## src/rtl/cus19_muldiv_pkg.sv

```systemverilog
// Shared definitions for the cus19 multiply/divide unit: op codes, FSM encoding and
// result constants for the default 8-bit configuration.
package cus19_muldiv_pkg;

   typedef enum logic [1:0] {
      OpMulu = 2'b00,
      OpMuls = 2'b01,
      OpDivu = 2'b10,
      OpDivs = 2'b11
   } op_e;

   localparam logic [1:0] StIdle  = 2'd0;
   localparam logic [1:0] StCalc  = 2'd1;
   localparam logic [1:0] StFixup = 2'd2;
   localparam logic [1:0] StWb    = 2'd3;

   localparam int unsigned DefDataWidth = 8;
   localparam int unsigned CalcCycles   = DefDataWidth;
   localparam logic [DefDataWidth-1:0] DivZeroQuo = '1;

   function automatic logic is_div(op_e op);
      return op[1];
   endfunction

   function automatic logic is_signed(op_e op);
      return op[0];
   endfunction

endpackage

```

## src/rtl/cus19_muldiv_if.sv

```systemverilog
// Issue / write-back bundle between decode, the muldiv unit and the register file.
interface cus19_muldiv_if #(
   parameter int unsigned Data_Width     = 8,
   parameter int unsigned Reg_Addr_Width = 4
);
   logic                        start_in;
   logic [1:0]                  op_in;
   logic [Data_Width-1:0]       rs1_in;
   logic [Data_Width-1:0]       rs2_in;
   logic [Reg_Addr_Width-1:0]   rd_addr_in;
   logic                        flush_in;
   logic                        busy_out;
   logic                        done_out;
   logic                        wr_en_out;
   logic [Reg_Addr_Width-1:0]   wr_addr_out;
   logic [2*Data_Width-1:0]     wr_data_out;
   logic                        div_zero_out;

   modport master (
      output start_in, op_in, rs1_in, rs2_in, rd_addr_in, flush_in,
      input  busy_out, done_out, wr_en_out, wr_addr_out, wr_data_out, div_zero_out
   );

   modport slave (
      input  start_in, op_in, rs1_in, rs2_in, rd_addr_in, flush_in,
      output busy_out, done_out, wr_en_out, wr_addr_out, wr_data_out, div_zero_out
   );
endinterface

```

## src/rtl/cus19_muldiv_signfix.sv

```systemverilog
// Combinational sign handling: operand magnitudes (operand side) or negation of
// product / quotient / remainder (result side). Unsigned ops pass straight through.
module cus19_muldiv_signfix
   import cus19_muldiv_pkg::*;
#(
   parameter int unsigned Data_Width  = 8,
   parameter bit          Result_Side = 1'b0
) (
   input  op_e                   op,
   input  logic                  sign_a,
   input  logic                  sign_b,
   input  logic [Data_Width-1:0] lo,
   input  logic [Data_Width-1:0] hi,
   output logic [Data_Width-1:0] lo_fixed,
   output logic [Data_Width-1:0] hi_fixed
);

   logic [2*Data_Width-1:0] pair_neg;

   assign pair_neg = -{hi, lo};

   always_comb begin
      lo_fixed = lo;
      hi_fixed = hi;
      if (is_signed(op)) begin
         if (!Result_Side) begin
            // lo carries rs1, hi carries rs2
            if (sign_a) lo_fixed = -lo;
            if (sign_b) hi_fixed = -hi;
         end else if (is_div(op)) begin
            // quotient truncates toward zero, remainder follows the dividend
            if (sign_a ^ sign_b) lo_fixed = -lo;
            if (sign_a)          hi_fixed = -hi;
         end else if (sign_a ^ sign_b) begin
            {hi_fixed, lo_fixed} = pair_neg;
         end
      end
   end

endmodule

```

## src/rtl/cus19_muldiv_unit.sv

```systemverilog
// Iterative multiply / restoring divide unit feeding a register-pair write port.
// Optional: define CUS19_MULDIV_EARLY_OUT_EN for single-cycle trivial results.
module cus19_muldiv_unit
   import cus19_muldiv_pkg::*;
#(
   parameter int unsigned Data_Width     = 8,
   parameter int unsigned Reg_Addr_Width = 4
) (
   input logic         clk_in,
   input logic         rst_in,
   cus19_muldiv_if.slave bus
);

   localparam int unsigned W         = Data_Width;
   localparam int unsigned Cnt_Width = $clog2(W);
   localparam logic [Cnt_Width-1:0] Cnt_Init = Cnt_Width'(W - 1);

   logic [1:0]                state_q, state_d;
   op_e                       op_q;
   logic                      sign_a_q, sign_b_q;
   logic [W-1:0]              hi_q, lo_q, b_q;
   logic [Cnt_Width-1:0]      cnt_q;
   logic [Reg_Addr_Width-1:0] rd_q, wr_addr_q;
   logic [2*W-1:0]            result_q;
   logic                      div_zero_q;

   op_e          op_new;
   logic         start_ok, enter_wb;
   logic [W-1:0] a_mag, b_mag, fix_lo, fix_hi;
   logic         direct_wb, direct_dz;
   logic [2*W-1:0] direct_data;
   logic [W:0]   mul_sum, div_shift, div_diff;
   logic         div_ge;

   assign op_new   = op_e'(bus.op_in);
   assign start_ok = (state_q == StIdle) && bus.start_in && !bus.flush_in;
   assign enter_wb = (state_d == StWb) && (state_q != StWb);

   cus19_muldiv_signfix #(
      .Data_Width  (W),
      .Result_Side (1'b0)
   ) u_operand_fix (
      .op       (op_new),
      .sign_a   (bus.rs1_in[W-1]),
      .sign_b   (bus.rs2_in[W-1]),
      .lo       (bus.rs1_in),
      .hi       (bus.rs2_in),
      .lo_fixed (a_mag),
      .hi_fixed (b_mag)
   );

   cus19_muldiv_signfix #(
      .Data_Width  (W),
      .Result_Side (1'b1)
   ) u_result_fix (
      .op       (op_q),
      .sign_a   (sign_a_q),
      .sign_b   (sign_b_q),
      .lo       (lo_q),
      .hi       (hi_q),
      .lo_fixed (fix_lo),
      .hi_fixed (fix_hi)
   );

   // Ops resolved at issue time, skipping CALC/FIXUP entirely
   always_comb begin
      direct_wb   = 1'b0;
      direct_dz   = 1'b0;
      direct_data = '0;
      if (is_div(op_new) && (bus.rs2_in == '0)) begin
         direct_wb   = 1'b1;
         direct_dz   = 1'b1;
         direct_data = {bus.rs1_in, {W{1'b1}}};
      end
`ifdef CUS19_MULDIV_EARLY_OUT_EN
      else if (!is_div(op_new) && ((bus.rs1_in == '0) || (bus.rs2_in == '0))) begin
         direct_wb   = 1'b1;
         direct_data = '0;
      end else if (is_div(op_new) && (a_mag < b_mag)) begin
         // also covers a zero dividend
         direct_wb   = 1'b1;
         direct_data = {bus.rs1_in, {W{1'b0}}};
      end
`endif
   end

   // lo_q holds multiplier (MUL) or dividend/quotient (DIV); hi_q the running high half
   assign mul_sum   = {1'b0, hi_q} + (lo_q[0] ? {1'b0, b_q} : {(W+1){1'b0}});
   assign div_shift = {hi_q, lo_q[W-1]};
   assign div_ge    = div_shift >= {1'b0, b_q};
   assign div_diff  = div_shift - {1'b0, b_q};

   always_comb begin
      state_d = state_q;
      case (state_q)
         StIdle:  if (start_ok) state_d = direct_wb ? StWb : StCalc;
         StCalc:  begin
            if (bus.flush_in)        state_d = StIdle;
            else if (cnt_q == '0)    state_d = StFixup;
         end
         StFixup: state_d = bus.flush_in ? StIdle : StWb;
         StWb:    state_d = StIdle;
         default: state_d = StIdle;
      endcase
   end

   always_ff @(posedge clk_in or posedge rst_in) begin
      if (rst_in) begin
         state_q    <= StIdle;
         op_q       <= OpMulu;
         sign_a_q   <= 1'b0;
         sign_b_q   <= 1'b0;
         hi_q       <= '0;
         lo_q       <= '0;
         b_q        <= '0;
         cnt_q      <= '0;
         rd_q       <= '0;
         wr_addr_q  <= '0;
         result_q   <= '0;
         div_zero_q <= 1'b0;
      end else begin
         state_q <= state_d;
         case (state_q)
            StIdle: begin
               if (start_ok) begin
                  op_q       <= op_new;
                  sign_a_q   <= bus.rs1_in[W-1];
                  sign_b_q   <= bus.rs2_in[W-1];
                  lo_q       <= a_mag;
                  hi_q       <= '0;
                  b_q        <= b_mag;
                  cnt_q      <= Cnt_Init;
                  rd_q       <= bus.rd_addr_in;
                  div_zero_q <= direct_dz;
               end
               if (enter_wb) begin
                  result_q  <= direct_data;
                  wr_addr_q <= bus.rd_addr_in;
               end
            end
            StCalc: begin
               cnt_q <= cnt_q - 1'b1;
               if (is_div(op_q)) begin
                  hi_q <= div_ge ? div_diff[W-1:0] : div_shift[W-1:0];
                  lo_q <= {lo_q[W-2:0], div_ge};
               end else begin
                  hi_q <= mul_sum[W:1];
                  lo_q <= {mul_sum[0], lo_q[W-1:1]};
               end
            end
            StFixup: begin
               if (enter_wb) begin
                  result_q  <= {fix_hi, fix_lo};
                  wr_addr_q <= rd_q;
               end
            end
            default: ;
         endcase
      end
   end

   assign bus.busy_out     = (state_q != StIdle);
   assign bus.wr_en_out    = (state_q == StWb);
   assign bus.done_out     = (state_q == StWb);
   assign bus.div_zero_out = (state_q == StWb) && div_zero_q;
   assign bus.wr_addr_out  = wr_addr_q;
   assign bus.wr_data_out  = result_q;

endmodule
```

## src/flat_wrapper.sv

```systemverilog
// flat-port wrapper written by rule: the top's interface ports become plain ports
module cus19_muldiv_unit_flat import cus19_muldiv_pkg::*;
#(
   parameter int unsigned Data_Width     = 8,
   parameter int unsigned Reg_Addr_Width = 4
)
  (clk_in, rst_in, bus_start_in, bus_op_in, bus_rs1_in, bus_rs2_in, bus_rd_addr_in, bus_flush_in, bus_busy_out, bus_done_out, bus_wr_en_out, bus_wr_addr_out, bus_wr_data_out, bus_div_zero_out);
  cus19_muldiv_if #(.Data_Width(Data_Width), .Reg_Addr_Width(Reg_Addr_Width)) bus_i ();
  input logic clk_in;
  input logic rst_in;
  input wire logic [$bits(bus_i.start_in)-1:0] bus_start_in;
  input wire logic [$bits(bus_i.op_in)-1:0] bus_op_in;
  input wire logic [$bits(bus_i.rs1_in)-1:0] bus_rs1_in;
  input wire logic [$bits(bus_i.rs2_in)-1:0] bus_rs2_in;
  input wire logic [$bits(bus_i.rd_addr_in)-1:0] bus_rd_addr_in;
  input wire logic [$bits(bus_i.flush_in)-1:0] bus_flush_in;
  output wire logic [$bits(bus_i.busy_out)-1:0] bus_busy_out;
  output wire logic [$bits(bus_i.done_out)-1:0] bus_done_out;
  output wire logic [$bits(bus_i.wr_en_out)-1:0] bus_wr_en_out;
  output wire logic [$bits(bus_i.wr_addr_out)-1:0] bus_wr_addr_out;
  output wire logic [$bits(bus_i.wr_data_out)-1:0] bus_wr_data_out;
  output wire logic [$bits(bus_i.div_zero_out)-1:0] bus_div_zero_out;
  assign bus_i.start_in = bus_start_in;
  assign bus_i.op_in = bus_op_in;
  assign bus_i.rs1_in = bus_rs1_in;
  assign bus_i.rs2_in = bus_rs2_in;
  assign bus_i.rd_addr_in = bus_rd_addr_in;
  assign bus_i.flush_in = bus_flush_in;
  assign bus_busy_out = bus_i.busy_out;
  assign bus_done_out = bus_i.done_out;
  assign bus_wr_en_out = bus_i.wr_en_out;
  assign bus_wr_addr_out = bus_i.wr_addr_out;
  assign bus_wr_data_out = bus_i.wr_data_out;
  assign bus_div_zero_out = bus_i.div_zero_out;
  cus19_muldiv_unit #(.Data_Width(Data_Width), .Reg_Addr_Width(Reg_Addr_Width)) u_core (.clk_in(clk_in), .rst_in(rst_in), .bus(bus_i));
endmodule
```

## config.mk

```make
export PLATFORM = sky130hd
export DESIGN_NAME = cus19_muldiv_unit_flat
export DESIGN_NICKNAME = d
export VERILOG_FILES = /design/src/rtl/cus19_muldiv_pkg.sv /design/src/rtl/cus19_muldiv_if.sv /design/src/rtl/cus19_muldiv_signfix.sv /design/src/rtl/cus19_muldiv_unit.sv /design/src/flat_wrapper.sv
export SDC_FILE = /design/constraint.sdc
export NUM_CORES = 1
export LEC_CHECK = 0
export ABC_AREA = 1
export CAP_MARGIN = 20
export CELL_PAD_IN_SITES_DETAIL_PLACEMENT = 0
export CELL_PAD_IN_SITES_GLOBAL_PLACEMENT = 1
export CORE_ASPECT_RATIO = 0.6
export CORE_UTILIZATION = 41
export DETAILED_ROUTE_END_ITERATION = 12
export GPL_TIMING_DRIVEN = 0
export PLACE_DENSITY_LB_ADDON = 0.05
export SETUP_SLACK_MARGIN = 0.05
export SLEW_MARGIN = 30
export SYNTH_ARGS = -nofsm -noshare
export SYNTH_HDL_FRONTEND = slang
export SYNTH_SLANG_ARGS = --single-unit
```

## constraint.sdc

```tcl
create_clock -name clk_in -period 2.3 [get_ports clk_in]
set_input_delay 0.46 -clock clk_in [delete_from_list [all_inputs] [get_ports clk_in]]
set_output_delay 0.46 -clock clk_in [all_outputs]
set_load 0.02 [all_outputs]
```

==> results of run 1 <==
## worst max-delay path, stage by stage (launching register included)
cell and delay (ns):
dfrtp_1 0.38, buf_6 0.16, nand2_1 0.05, inv_1 0.07, ha_2 0.20, inv_1 0.06, fa_1 0.39, inv_2 0.09
nand4_1 0.09, nand3_1 0.16, xor2_1 0.16, nand2_1 0.06, nand3_1 0.10, nand2_1 0.05
## power breakdown
part / switching [mW] / internal [mW] / total, mW
registers: 0.406 / 1.39 / 1.80
logic: 2.21 / 1.37 / 3.58
clock network: 0.505 / 0.867 / 1.37
## stage by stage
step	instances	setup slack [ns]	cell area, um2	hold slack [ns]
floorplan	644	0.2992	4388	0.4492
global placement	828	-0.7849	5047	0.4662
detailed placement	829	-0.05180	5070	0.4674
CTS	845	0.09961	5376	0.4537
global route	846	0.03694	5415	0.4845
finish	846	0.1674	5415	0.4483
## layout make-up
cell class	count	area [um2]	area share, %
Buffer	15	92.59	1.710
Clock buffer	10	239.0	4.413
Clock inverter	6	66.31	1.225
Inverter	97	374.1	6.909
Multi-Input combinational cell	474	2504	46.23
Sequential cell	58	1453	26.83
Tap cell	135	168.9	3.119
Timing Repair Buffer	51	518.0	9.566
## metal layers
layer	wire (um)	vias to the layer above	part of all wire [%]	GRT usage, %
li1	-	2210	-	-
met1	7542	2120	55	42.44
met2	4933	173	36	34.74
met3	1037	14	7.6	4.457
met4	130	0	0.95	6.629
met5	0	-	0	0
## logic make-up (layout without fill, tap and decap cells)
| kind of cell | count (synthesis) | count (layout) | synth area share, % |
|---|---|---|---|
| buffers and inverters | 112 | 179 | 10.41 |
| XOR/XNOR | 11 | 11 | 2.196 |
| AO/OA/AOI/OAI | 121 | 121 | 15.91 |
| flip-flops | 58 | 58 | 33.08 |
| AND/OR/NAND/NOR | 318 | 318 | 31.22 |
| adder cells (fa/ha/maj) | 24 | 24 | 7.186 |
## state kept, by name, summed over array words and instances (netlist names)
name / count
u_core.sign_a_q: 1
u_core.rd_q: 4
u_core.op_q: 2
u_core.bus.wr_data_out: 16
u_core.bus.wr_addr_out: 4
u_core.lo_q: 8
u_core.state_q: 2
u_core.div_zero_q: 1
u_core.b_q: 8
u_core.sign_b_q: 1
u_core.cnt_q: 3
u_core.hi_q: 8
## cell usage in the layout (no fill, tap or decap), drive strengths merged, types with 2 or more instances in the layout
master         count
clkdlybuf4s50     49
nor2              69
nor3               7
a31oi              9
nand3             53
o21bai             2
nand4             11
a21oi             47
nand2            175
xnor2              4
xor2               7
or2                2
dfrtp             58
a22oi              3
clkinvlp           3
o22ai              2
inv               97
ha                22
clkbuf            16
buf               11
clkinv             2
o21ai             55
fa                 2
## final timing paths
kind | from | end | slack [ns] | depth (start not counted)
max | u_core.lo_q[0] | u_core.hi_q[5] | 0.17 | 13
min | rst_in | u_core.bus.wr_addr_out[1] | 0.45 | 2
max reg2reg | u_core.lo_q[0] | u_core.hi_q[5] | 0.17 | 13
min reg2reg | u_core.bus.wr_data_out[5] | u_core.bus.wr_data_out[5] | 0.48 | 2
max in group asynchronous | rst_in | u_core.hi_q[5] | 1.32 | 3
min in group clk_in | u_core.bus.wr_data_out[5] | u_core.bus.wr_data_out[5] | 0.48 | 2
## repair_timing
action / 4_1_cts / 5_1_grt
setup endpoints to repair: 3 / 7
gates resized for setup: 1 / 13
buffers inserted: 0 / 1
pin swaps: 0 / 2
==> flow_metrics.env, run 1 <==
export IMPL_synth_top_area_cell="dfrtp_1"
export IMPL_cts_tree="yes"
export IMPL_min_period_over_period_pct=92.72
export IMPL_core_area_um2=10120
export IMPL_max_freq_mhz=468.9
export IMPL_dieArea_um2=11130
export IMPL_max_clock_path_buffers=2
export IMPL_synth_area_leaders="dfrtp_1 (33%), nand2_1 (15%), inv_1 (7.7%)"
export IMPL_synth_top_area_share_pct=33.08
export IMPL_drv_slew=0
export IMPL_final_antenna_net_count=0
export IMPL_syn_avg_cell_area_um2=6.814
export IMPL_area_of_the_mapped_netlist_um2=4388
export IMPL_grt_usage_pct=26.32
export IMPL_dieWidth_um=135.6
export IMPL_depth_of_the_cts_h_tree=3
export IMPL_largest_net_degree_at_the_start_of_global_routing=36
export IMPL_std_cell_rows=28
export IMPL_tritoncts_num_buffers=9
export IMPL_cts_clk_slew_worst_paths_ns=0.06
export IMPL_cp_data_required_time_ns=2.52
export IMPL_cts_hold_buf=0
export IMPL_worst_clock_skew_ns=0.008527
export IMPL_synth_cell_type_count=41
export IMPL_cell_with_the_most_instances_after_synthesis="nand2_1"
export IMPL_remaining_drc_errors=0
export IMPL_first_pass_grt_wire_length_mm=21.81
export IMPL_dpl_hpwl_mm=10.69
export IMPL_ios=50
export IMPL_fillCellCount=1000
export IMPL_synth_enable_flop_cells=0
export IMPL_final_util_pct=53.48
export IMPL_outcome="complete, no violations"
export IMPL_criticalPathCategory="register to register"
export IMPL_nNetsFinal=756
export IMPL_hold_viol_final=0
export IMPL_timing_setup_tns_ns=0
export IMPL_grt_overflow_total=0
export IMPL_relative_slew_margins_pct=55.53
export IMPL_worstPathArrival_ns=2.35
export IMPL_clock_insertion_delay_at_the_later_pin_of_the_skew_report_ns=0.33
export IMPL_number_of_warnings_reported_in_the_yosys_synthesis_log=0
export IMPL_ys_ff_latch=58
export IMPL_postSynthNetCount=694
export IMPL_proportion_of_register_bits_with_asynchronous_set_or_reset_after_synthesis_pct=100.0
export IMPL_dr_total_vias=4517
export IMPL_post_route_min_period_ns=2.133
export IMPL_antenna_cells=0
export IMPL_routabilityCongestion=0.8864
export IMPL_ys_flop_type="dfrtp_1"
export IMPL_syn_instance_count=644
export IMPL_setup_violations_final=0
export IMPL_critical_path_capture_point_type="register"
export IMPL_synth_yosys_seq_area_share_pct=33.08
export IMPL_power_per_cell_area_nw_per_um2=1247
export IMPL_vias_per_cell=5.339
export IMPL_critPathLaunchType="register"
export IMPL_grt_setup_unrepaired="true"
export IMPL_first_iter_violations=398
export IMPL_flow_area_growth_from_synthesis_pct=23.41
export IMPL_cts_root_buf="clkbuf_16"
export IMPL_cap_viol_max_count=0
export IMPL_worst_slew_pin_slew_ns=0.6670
export IMPL_first_global_vias=4040
export IMPL_io_buffers=49
export IMPL_irDropWorstVdd_uv=519.6
export IMPL_detail_route_first_pass_iterations=6
export IMPL_die_height_um=82.14
export IMPL_average_routed_wire_per_standard_cell_um=16.13
export IMPL_leading_post_synthesis_cells_by_instance_count="nand2_1 (172), inv_1 (90), dfrtp_1 (58), nor2_1 (58), nand3_1 (51)"
export IMPL_numClockSinks=58
export IMPL_totalWireLength_mm=13.64
export IMPL_cellLeakagePower_nw=2.732
export IMPL_min_delay_path_class="input pin to asynchronous set/reset pin"
export IMPL_worst_path_max_fanout=10
export IMPL_initial_core_util_pct=43.34
export IMPL_initial_antenna_violation_count=0
export IMPL_report_power_total_mw=6.755
export IMPL_drive_above_1_share_pct=10.41
Power figures use the tool's default switching activity.
==> run 2: changes to the inputs <==
CTS_CLUSTER_DIAMETER = 80   (was default)
MAX_ROUTING_LAYER = met4   (was default)
==> run 2 against run 1 <==
Effect of this change:
- clock skew down 0.0012 ns
- combinational power up 2%
- first-iteration DRC count down 12%
- via count down 2.1%
- cell count down 0.12%
- largest cell class unchanged
==> flow_metrics.env, run 2 (synthesized netlist as in run 1, its figures left out) <==
export IMPL_outcome="complete, no violations"
export IMPL_cap_viol_max_count=0
export IMPL_fillCellCount=988
export IMPL_final_antenna_net_count=0
export IMPL_worst_path_max_fanout=7
export IMPL_min_delay_path_class="input pin to asynchronous set/reset pin"
export IMPL_dr_total_vias=4422
export IMPL_first_iter_violations=350
export IMPL_vias_per_cell=5.233
export IMPL_grt_overflow_total=0
export IMPL_core_area_um2=10120
export IMPL_dpl_hpwl_mm=10.69
export IMPL_worst_r2r_path_depth=9
export IMPL_average_routed_wire_per_standard_cell_um=16.12
export IMPL_routabilityCongestion=0.9019
export IMPL_critical_path_max_stage_delay_ns=0.48
export IMPL_initial_core_util_pct=43.34
export IMPL_dieWidth_um=135.6
export IMPL_whs_ns=0.4582
export IMPL_placement_cell_area_um2=5070
export IMPL_numClockSinks=58
export IMPL_criticalPathCategory="register to register"
export IMPL_cts_root_buf="clkbuf_16"
export IMPL_cts_clk_slew_worst_paths_ns=0.06
export IMPL_reg2reg_from="u_core.hi_q[5]"
export IMPL_nNetsFinal=756
export IMPL_clock_insertion_delay_at_the_later_pin_of_the_skew_report_ns=0.33
export IMPL_power_internal_mw=3.636
export IMPL_detail_route_first_pass_iterations=5
export IMPL_std_cell_rows=28
export IMPL_largest_net_degree_at_the_start_of_global_routing=34
export IMPL_timing_rr_end="u_core.lo_q[0]"
export IMPL_setup_reg_to_reg_worst_slack_ns=0.18
export IMPL_max_freq_mhz=471.6
export IMPL_cp_data_required_time_ns=2.52
export IMPL_largest_register_ff_count=16
export IMPL_irDropWorstVdd_uv=486.5
export IMPL_depth_of_the_cts_h_tree=3
export IMPL_net_switching_share_of_the_total_power_pct=46.39
export IMPL_placed_cells=829
export IMPL_grt_setup_unrepaired="false"
export IMPL_post_cts_buffers=0
export IMPL_drv_slew=0
export IMPL_cellLeakagePower_nw=2.741
export IMPL_critical_path_s_most_frequent_cell="nand2_1"
export IMPL_initial_antenna_violation_count=0
export IMPL_relative_slew_margins_pct=59.02
export IMPL_cts_hold_buf=0
export IMPL_cts_tree="yes"
export IMPL_setup_violations_final=0
export IMPL_flow_area_growth_from_synthesis_pct=23.78
export IMPL_tritoncts_num_buffers=9
export IMPL_timing_critical_path_cells="ha_1, nand2_1, nand2_1, a21oi_4, nand4_4, nor2_4, nor2_1, o21bai_1, inv_1"
export IMPL_drive_above_1_share_pct=10.99
export IMPL_antenna_cells=0
export IMPL_power_frac_clock_pct=19.9
export IMPL_final_non_filler_cell_total=845
export IMPL_worst_clock_skew_ns=0.007374
export IMPL_setup_worst_path_start="u_core.hi_q[5]"
export IMPL_hold_viol_final=0
export IMPL_layout_cells_most_common_list="nand2_1 (171), inv_1 (87), nor2_1 (57)"
export IMPL_die_height_um=82.14
export IMPL_io_buffers=49
export IMPL_critPathLaunchType="register"
export IMPL_finalInstanceArea_um2=5431
export IMPL_ios=50
export IMPL_critical_path_capture_point_type="register"
export IMPL_post_route_min_period_ns=2.121
export IMPL_worst_setup_path_endpoint="u_core.lo_q[0]"
export IMPL_min_period_over_period_pct=92.20
export IMPL_worstPathArrival_ns=2.34
export IMPL_net_switching_power_mw=3.146
export IMPL_combinationalPowerShare_pct=53.6
export IMPL_remaining_drc_errors=0
export IMPL_first_global_vias=4002
export IMPL_max_clock_path_buffers=2
export IMPL_dieArea_um2=11130
export IMPL_totalWireLength_mm=13.62
export IMPL_critPathSlowestCell="dfrtp_2"
export IMPL_first_pass_grt_wire_length_mm=21.65
export IMPL_power_per_cell_area_nw_per_um2=1249
export IMPL_worst_slew_pin_slew_ns=0.6148
export IMPL_mostFrequentLayoutCell="nand2_1"
export IMPL_reg_power_share_pct=26.5
export IMPL_grt_usage_pct=27.07
## run 2: cell count changes in the layout (fill, tap and decap cells not counted), moves of 2 or more
cell / previous run / this run
dfrtp_1: 57 / 55
a21oi_2: 13 / 10
nand3_2: 2 / 4
dfrtp_2: 1 / 3
nand3_1: 51 / 49
a21oi_1: 34 / 36
## run 2: layout make-up
type                       count  area [um2]  share of cell area [%]
multi-input combinational    475        2536                   46.69
buffer                        15       92.59                   1.705
timing repair buffer          50       510.5                   9.399
sequential                    58        1455                   26.79
inverter                      97       374.1                   6.888
tap                          135       168.9                   3.110
clock buffer                  10       239.0                   4.400
clock inverter                 5       55.05                   1.014
## run 2: metrics by stage
step | util, % | power [mW] | setup TNS (ns) | setup WS, ns
after CTS | 52.99 | 6.599 | 0 | 0.09274
after global placement | 49.85 | 5.171 | -44.15 | -0.7633
after detailed placement | 50.07 | 5.228 | -0.3551 | -0.03826
final | 53.65 | 6.782 | 0 | 0.1794
after global routing | 53.65 | 7.364 | 0 | 0.04452
after floorplan | - | 4.102 | 0 | 0.2992
## run 2: how the worst min path moves through the flow
stage                         startpoint                   endpoint  slack (ns)  cells past startpoint
2_1_floorplan             u_core.rd_q[0]             u_core.rd_q[0]        0.45                      2
3_3_place_gp              u_core.rd_q[3]             u_core.rd_q[3]        0.47                      2
3_5_place_dp   u_core.bus.wr_data_out[3]  u_core.bus.wr_data_out[3]        0.47                      2
4_1_cts                           rst_in  u_core.bus.wr_addr_out[1]        0.47                      2
5_1_grt                   u_core.rd_q[1]             u_core.rd_q[1]        0.50                      2
6_report                          rst_in  u_core.bus.wr_addr_out[1]        0.46                      2
## run 2: timing repair
action / in CTS / in global routing
setup endpoints to repair: 3 / 7
pin swaps: 0 / 2
cloned: 0 / 1
resized for setup: 1 / 19
## run 2: metal layers
metal / up-vias / routed length [um] / GRT usage [%]
li1: 2218 / - / -
met1: 2014 / 7443 / 42.48
met2: 183 / 4735 / 33.47
met3: 7 / 1371 / 7.021
met4: 0 / 72 / 4.270
met5: - / 0 / -
## run 2: power groups by stage
stage	registers (mW)	clock network (mW)	logic, mW
after floorplan	1.84	0	2.27
after global placement	1.79	0	3.39
after detailed placement	1.79	0	3.44
after CTS	1.78	1.36	3.46
after global routing	1.86	1.41	4.10
final	1.80	1.35	3.64
## run 2: worst max-delay path, delay by kind of cell (launching register included)
| kind | cells | cell delay [ns] |
|---|---|---|
| buf+inv | 1 | 0.05 |
| flops | 1 | 0.48 |
| simple gates | 5 | 0.72 |
| fa+ha+maj | 1 | 0.37 |
| compound gates | 2 | 0.38 |
==> run 3: changes to the inputs <==
CAP_MARGIN = default   (was 20)
GPL_ROUTABILITY_DRIVEN = 0   (was default)
==> run 3 against run 2 <==
Effect of this change:
- sequential share of layout area barely moved
- worst hold slack got worse by 0.0034 ns
- worst setup slack improved by 0.017 ns
- core utilization is 0.12 points lower
- clock power is 7% lower
==> flow_metrics.env, run 3 (synthesized netlist as in run 1, its figures left out) <==
export IMPL_outcome="complete, no violations"
export IMPL_critPathLaunchType="register"
export IMPL_average_routed_wire_per_standard_cell_um=16.37
export IMPL_remaining_drc_errors=0
export IMPL_drive_above_1_share_pct=10.80
export IMPL_grt_overflow_total=0
export IMPL_cts_tree="yes"
export IMPL_dpl_hpwl_mm=10.89
export IMPL_grt_setup_unrepaired="true"
export IMPL_final_non_filler_cell_total=848
export IMPL_detail_route_first_pass_iterations=5
export IMPL_finalInstanceArea_um2=5419
export IMPL_antenna_cells=0
export IMPL_power_frac_clock_pct=18.6
export IMPL_first_global_vias=4118
export IMPL_timing_setup_tns_ns=0
export IMPL_largest_register_ff_count=16
export IMPL_placed_cells=829
export IMPL_layout_cells_most_common_list="nand2_1 (171), inv_1 (88), nor2_1 (57), dfrtp_1 (57)"
export IMPL_dr_total_vias=4524
export IMPL_max_freq_mhz=475.3
export IMPL_worst_path_max_fanout=6
export IMPL_dieArea_um2=11130
export IMPL_post_route_min_period_ns=2.104
export IMPL_hold_viol_final=0
export IMPL_flow_area_growth_from_synthesis_pct=23.50
export IMPL_timing_rr_end="u_core.lo_q[0]"
export IMPL_cts_hold_buf=0
export IMPL_worst_r2r_path_depth=9
export IMPL_min_period_over_period_pct=91.48
export IMPL_numClockSinks=58
export IMPL_grt_usage_pct=27.21
export IMPL_report_power_total_mw=6.703
export IMPL_initial_core_util_pct=43.34
export IMPL_combinationalPowerShare_pct=54.5
export IMPL_setup_reg_to_reg_worst_slack_ns=0.20
export IMPL_dieWidth_um=135.6
export IMPL_first_iter_violations=317
export IMPL_ios=50
export IMPL_final_util_pct=53.52
export IMPL_final_antenna_net_count=0
export IMPL_cap_viol_max_count=0
export IMPL_nNetsFinal=758
export IMPL_mostFrequentLayoutCell="nand2_1"
export IMPL_setup_violations_final=0
export IMPL_fin_ws_ns=0.1959
export IMPL_drv_slew=0
export IMPL_cts_clk_slew_worst_paths_ns=0.05
export IMPL_initial_antenna_violation_count=0
export IMPL_cp_data_required_time_ns=2.51
export IMPL_criticalPathCategory="register to register"
export IMPL_critical_path_capture_point_type="register"
export IMPL_cellLeakagePower_nw=2.748
export IMPL_io_buffers=49
export IMPL_irDropWorstVdd_uv=494.3
export IMPL_whs_ns=0.4548
export IMPL_power_internal_mw=3.541
export IMPL_largest_net_degree_at_the_start_of_global_routing=36
export IMPL_worstPathArrival_ns=2.31
export IMPL_vias_per_cell=5.335
export IMPL_depth_of_the_cts_h_tree=3
export IMPL_cts_root_buf="clkbuf_16"
export IMPL_net_switching_share_of_the_total_power_pct=47.17
export IMPL_worst_slew_pin_slew_ns=0.6303
export IMPL_min_delay_path_class="input pin to asynchronous set/reset pin"
export IMPL_std_cell_rows=28
export IMPL_core_area_um2=10120
export IMPL_first_pass_grt_wire_length_mm=21.84
export IMPL_relative_slew_margins_pct=57.98
export IMPL_net_switching_power_mw=3.162
export IMPL_placement_cell_area_um2=5070
export IMPL_die_height_um=82.14
export IMPL_reg_power_share_pct=26.9
export IMPL_detailedPlace_worstSlack_ns=-0.05887
export IMPL_totalWireLength_mm=13.88
export IMPL_reg2reg_from="u_core.hi_q[6]"
export IMPL_worst_clock_skew_ns=0.006061
export IMPL_clock_insertion_delay_at_the_later_pin_of_the_skew_report_ns=0.33
export IMPL_max_clock_path_buffers=2
export IMPL_power_per_cell_area_nw_per_um2=1237
export IMPL_tritoncts_num_buffers=9
[run 3: what timing repair did]
item	4_1_cts	5_1_grt
setup endpoints to repair	2	8
setup buffers	0	2
gates cloned	0	1
pin swaps	0	3
endpoints found under the hold margin	0	0
resized for setup	1	15
[run 3: routing by layer]
layer  vias to the layer above  routed length, um  track usage, %  part of all wire [%]
met4                         0                108           5.056                  0.78
met2                       172               5165           35.31                    37
met1                      2127               7295           41.56                    53
li1                       2215                  -               -                     -
met5                         -                  0               -                     0
met3                        10               1308           6.471                   9.4
[run 3: area by class of cell]
class	count	area, um2
Inverter	97	374.1
Fill cell	987	4706
Sequential cell	58	1453
Timing Repair Buffer	52	525.5
Clock buffer	11	242.7
Clock inverter	5	30.03
Multi-Input combinational cell	475	2532
Buffer	15	92.59
Tap cell	135	168.9
[run 3: critical path, cell delays in order, from the launching register on]
cell	delay [ns]
dfrtp_1	0.49
ha_1	0.37
inv_1	0.14
nor2_1	0.07
a21oi_2	0.24
nand4_4	0.19
nor2_4	0.25
nor2_1	0.07
o21bai_1	0.12
inv_1	0.05
[run 3: power by group through the flow]
stage,combinational (mW),clock [mW],sequential [mW]
6_report,3.65,1.25,1.80
5_1_grt,4.11,1.31,1.85
4_1_cts,3.47,1.26,1.78
3_5_place_dp,3.45,0,1.80
3_3_place_gp,3.38,0,1.78
2_1_floorplan,2.27,0,1.84
[run 3: how the worst max path moves through the flow]
stage                              start                          to  cells past startpoint
after floorplan           u_core.lo_q[0]              u_core.hi_q[5]                     13
after global placement            rst_in              u_core.hi_q[7]                      2
after global routing      u_core.lo_q[0]              u_core.hi_q[5]                     13
after CTS                 u_core.lo_q[0]              u_core.hi_q[5]                     13
after detailed placement   bus_rs2_in[0]  u_core.bus.wr_data_out[15]                     12
final                     u_core.hi_q[6]              u_core.lo_q[0]                      9
